**src/rtl/reg_bus_arbiter.sv**
```systemverilog
// Round-robin arbiter and four-phase transfer sequencer for the shared register bus.
// One single-register read or write per grant: IDLE -> SETUP -> XFER -> DONE -> IDLE.
module reg_bus_arbiter #(
  parameter int DW    = 18,
  parameter int AW    = 3,
  parameter int N_REQ = 4
) (
  input  logic                clk,
  input  logic                rst,
  input  logic [N_REQ-1:0]    req,
  input  logic [N_REQ-1:0]    wr,
  input  logic [N_REQ*AW-1:0] addr_in,
  input  logic [N_REQ*DW-1:0] wdata_in,
  input  logic [DW-1:0]       bus_in,
  output logic [N_REQ-1:0]    gnt,
  output logic [N_REQ-1:0]    done,
  output logic [DW-1:0]       rdata,
  output logic [AW-1:0]       reg_addr,
  output logic                swap1,
  output logic                reg_we,
  output logic [DW-1:0]       reg_wdata
);

  localparam int PW   = (N_REQ > 1) ? $clog2(N_REQ) : 1;
  localparam int SUMW = PW + 1;

  typedef enum logic [1:0] {IDLE, SETUP, XFER, DONE} state_t;

  state_t          state_reg, state_next;
  logic [PW-1:0]   ptr_reg;
  logic [PW-1:0]   sel_reg;
  logic            wr_reg;
  logic [AW-1:0]   addr_reg;
  logic [DW-1:0]   wdata_reg;
  logic [DW-1:0]   rdata_reg;

  logic [PW-1:0]      pick;
  logic               found;
  logic               take;
  logic [2*N_REQ-1:0] req_dbl;
  logic [N_REQ-1:0]   req_rot;
  logic [SUMW-1:0]    sum;
  logic [SUMW-1:0]    ptr_sum;
  logic [PW-1:0]      ptr_next;

  // Rotate requests so bit 0 is the current highest-priority requester,
  // then map the first set offset back to an absolute index modulo N_REQ.
  always_comb begin
    req_dbl = {req, req} >> ptr_reg;
    req_rot = req_dbl[N_REQ-1:0];
    pick    = '0;
    found   = 1'b0;
    sum     = '0;
    for (int k = 0; k < N_REQ; k++) begin
      if (!found && req_rot[k]) begin
        found = 1'b1;
        sum   = {1'b0, ptr_reg} + SUMW'(k);
        if (sum >= SUMW'(N_REQ)) begin
          sum = sum - SUMW'(N_REQ);
        end
        pick = sum[PW-1:0];
      end
    end
  end

  always_comb begin
    ptr_sum = {1'b0, sel_reg} + SUMW'(1);
    if (ptr_sum >= SUMW'(N_REQ)) begin
      ptr_sum = '0;
    end
    ptr_next = ptr_sum[PW-1:0];
  end

  assign take = (state_reg == IDLE) && found;

  always_comb begin
    state_next = state_reg;
    case (state_reg)
      IDLE:    if (found) state_next = SETUP;
      SETUP:   state_next = XFER;
      XFER:    state_next = DONE;
      DONE:    state_next = IDLE;
      default: state_next = IDLE;
    endcase
  end

  always_ff @(posedge clk) begin
    if (rst) begin
      state_reg <= IDLE;
      ptr_reg   <= '0;
      sel_reg   <= '0;
      wr_reg    <= 1'b0;
      addr_reg  <= '0;
      wdata_reg <= '0;
      rdata_reg <= '0;
    end else begin
      state_reg <= state_next;
      if (take) begin
        sel_reg   <= pick;
        wr_reg    <= wr[pick];
        addr_reg  <= addr_in[pick*AW +: AW];
        wdata_reg <= wdata_in[pick*DW +: DW];
      end
      if (state_reg == XFER && !wr_reg) begin
        rdata_reg <= bus_in;
      end
      if (state_reg == DONE) begin
        ptr_reg <= ptr_next;
      end
    end
  end

  generate
    for (genvar gi = 0; gi < N_REQ; gi++) begin : g_onehot
      assign gnt[gi]  = (state_reg != IDLE) && (sel_reg == PW'(gi));
      assign done[gi] = (state_reg == DONE) && (sel_reg == PW'(gi));
    end
  endgenerate

  // reg_addr keeps the last latched address while idle; the strobe is
  // suppressed on a reset cycle so an interrupted write never lands.
  assign reg_addr  = addr_reg;
  assign swap1     = ((state_reg == SETUP) || (state_reg == XFER)) && !wr_reg;
  assign reg_we    = (state_reg == XFER) && wr_reg && !rst;
  assign reg_wdata = reg_we ? wdata_reg : '0;
  assign rdata     = rdata_reg;

endmodule

```
**config.mk**
```make
export PLATFORM = sky130hd
export DESIGN_NAME = reg_bus_arbiter
export DESIGN_NICKNAME = d
export VERILOG_FILES = /design/src/rtl/reg_bus_arbiter.sv
export SDC_FILE = /design/constraint.sdc
export NUM_CORES = 1
export LEC_CHECK = 0
export BUFFER_PORTS_ARGS = -buffer_cell sky130_fd_sc_hd__buf_2
export CORE_ASPECT_RATIO = 1.2
export CORE_MARGIN = 8
export CORE_UTILIZATION = 47
export CTS_CLUSTER_DIAMETER = 50
export DETAILED_ROUTE_END_ITERATION = 8
export PLACE_DENSITY = 0.93
export SETUP_SLACK_MARGIN = 0.4
export SYNTH_ARGS = -nofsm -noshare
export SYNTH_HDL_FRONTEND = slang
export SYNTH_SLANG_ARGS = --single-unit
export TNS_END_PERCENT = 50
```
**constraint.sdc**
```tcl
create_clock -name clk -period 2.7 [get_ports clk]
set_input_delay 0.675 -clock clk [delete_from_list [all_inputs] [get_ports clk]]
set_output_delay 0.675 -clock clk [all_outputs]
set_load 0.01 [all_outputs]
```
==> metrics.txt <==
via count of the first global-routing pass=2884; critical-path cell list=inv_2 -> ha_4 -> nand2_1 -> nor2_4 -> buf_4 -> and2_1 -> buf_2; Crit Path Max Fanout=9; worst hold path type=register to register; initial antenna violation count=0; CTS max path bufs=2; Die Wd=85.3 um; Final Non-Filler Cells=515; P&R area growth vs syn=34.3%; Avg WL per Cell=16.4 um; endpoints failing hold=0; core footprint=0.00563 mm2; element type at the critical path start=register; Post-DP HPWL=6.62 mm; critical path's slowest cell=dfxtp_1; crit path DAT=1510 ps; pin count of the biggest net entering global routing=40; fin. max-slew vios=0; CP max stage delay=370 ps; DR pass1 iterations=4; nets=569; Synth Flop Type=dfxtp_1; Worst Slack Setup Final=511 ps; Post-Syn Nets=416; Overall Global Routing Usage=19.0%; Tcrit/Tclk final=81.1%; slew at the pin closest to its max-slew limit=657 ps; Seq/Total Area, Yosys=34.0%; post-synthesis cell area=0.00271 mm2; starting density of the core=48.1%; CTS clk-pin slew, worst paths=90 ps; RSZ-0062 raised after global routing=yes; ys async rst share=0%; total grt overflow=0; Post-CTS Setup Repair Bufs=0; Min Clock Period, post-route=2190 ps; commonest non-fill, non-tap cell in the layout=buf_2; crit-path leading delay family=flip-flops; global-route wire length before repair=13.2 mm; Max VDD drop=0.397 mV; max cap viols=0; DR vias/cell=5.33; Post-synth EDFFs=0; hold_buf cts=0; drt drc=0; # diodes=0; overall die height=99.2 um; clock tree sinks=46; Cells after Synth=297; Root Driver=clkbuf_8; CTS tree=yes; syn avg cell area=9.12 um2; YS warnings=0; I/O pin total=161; Post-Place Cells=506; RD Place Congestion=0.857; dpl ws=448 ps; total CTS buffers=5; Clock Skew=6.05 ps; worst skew pair latency=300 ps; Setup TNS=0 ps; CTS H-tree depth=2; Routed Antenna Nets=0; count of final setup violators=0; DRT iter0 DRCs=71; share of layout cells above drive strength 1=46.3%; critical path class=register to output port; achievable frequency=457 MHz; most frequent cells in the layout=160 x buf_2, 62 x nand2_1, 45 x dfxtp_1; IO Port Bufs=160; pwr dens=602 mW/mm2; num rows=30; leak pwr=1.75 nW; Netlist cell types=39; #FFs+latches synth=46; CP Data Required Time=2030 ps; Via Count=2744; CP bufs+invs=3; slew margin rel.=56.2%; Setup crit end kind=output port; total die area=0.00846 mm2; final WL=8.46 mm; status=finished clean
-- power by group --
group / internal [mW] / switching (mW) / total (mW) / leakage [nW]
clock network: 0.182 / 0.243 / 0.425 / 0.0441
registers: 0.829 / 0.0872 / 0.916 / 0.377
logic: 0.379 / 0.471 / 0.850 / 1.33
total: 1.39 / 0.802 / 2.19 / 1.75
-- layer usage --
| layer | track usage, % | routed length, um | up-vias | part of all wire, % |
|---|---|---|---|---|
| li1 | - | - | 1354 | - |
| met2 | 35.7 | 4360 | 127 | 51 |
| met1 | 18.1 | 3110 | 1248 | 37 |
| met4 | 7.30 | 193 | 0 | 2.3 |
| met5 | 0 | 0 | - | 0 |
| met3 | 7.43 | 804 | 15 | 9.5 |
-- timing repair --
item	in CTS	in global routing
endpoints found under the setup margin	4	22
gates resized for setup	1	8
gates cloned	0	1
-- tightest hold or removal path, delay by kind of cell, from the launching register on --
family | cells | cell delay [ps]
AO/OA/AOI/OAI | 1 | 50
flip-flops | 1 | 310
AND/OR/NAND/NOR | 1 | 50
-- cell families (layout without fill, tap and decap cells) --
| group | count (synthesis) | after routing | synth area share, % |
|---|---|---|---|
| mux | 43 | 43 | 16.0 |
| compound gates | 61 | 61 | 20.3 |
| fa+ha+maj | 7 | 7 | 3.23 |
| simple gates | 115 | 115 | 21.2 |
| buf+inv | 25 | 179 | 5.27 |
| flops | 46 | 46 | 34.0 |
-- path summary, 6_finish.rpt --
path | slack, ps | depth (start not counted) | start | endpoint
max | 510 | 7 | state_reg[0]$_SDFFE_PP0P_ | reg_wdata[1]
min | 460 | 2 | rdata[0]$_SDFFE_PP0P_ | rdata[0]$_SDFFE_PP0P_
min reg2reg | 460 | 2 | rdata[0]$_SDFFE_PP0P_ | rdata[0]$_SDFFE_PP0P_
max reg2reg | 580 | 6 | state_reg[0]$_SDFFE_PP0P_ | wdata_reg[16]$_SDFFE_PP0P_
-- cells in the mapped netlist, types with 6 or more instances --
master | number | area [um2]
nor2_1 | 8 | 30.0
and2_1 | 22 | 138
ha_1 | 7 | 87.6
dfxtp_1 | 46 | 921
o221ai_2 | 11 | 165
mux2i_1 | 42 | 420
a21oi_1 | 21 | 105
o221ai_1 | 6 | 52.6
nand2_1 | 62 | 233
nor2b_1 | 7 | 43.8
-- final cells by class --
cell class,count,area [um2]
clock inverter,3,21.3
tap,64,80.1
multi-input combinational,226,1670
fill,477,1990
timing repair buffer,166,862
inverter,5,18.8
sequential,46,922
clock buffer,5,68.8
-- per-stage QoR --
step / power (mW) / cell area, um2 / hold slack, ps / utilization, %
after detailed placement: 1.77 / 3520 / 443 / 62.4
final: 2.19 / 3640 / 455 / 64.6
after global routing: 2.34 / 3640 / 472 / 64.6
after floorplan: 1.49 / 2710 / 424 / -
after global placement: 1.74 / 3520 / 434 / 62.4
after CTS: 2.20 / 3610 / 458 / 64.1
Note: power is estimated with default switching activity, not from simulation.
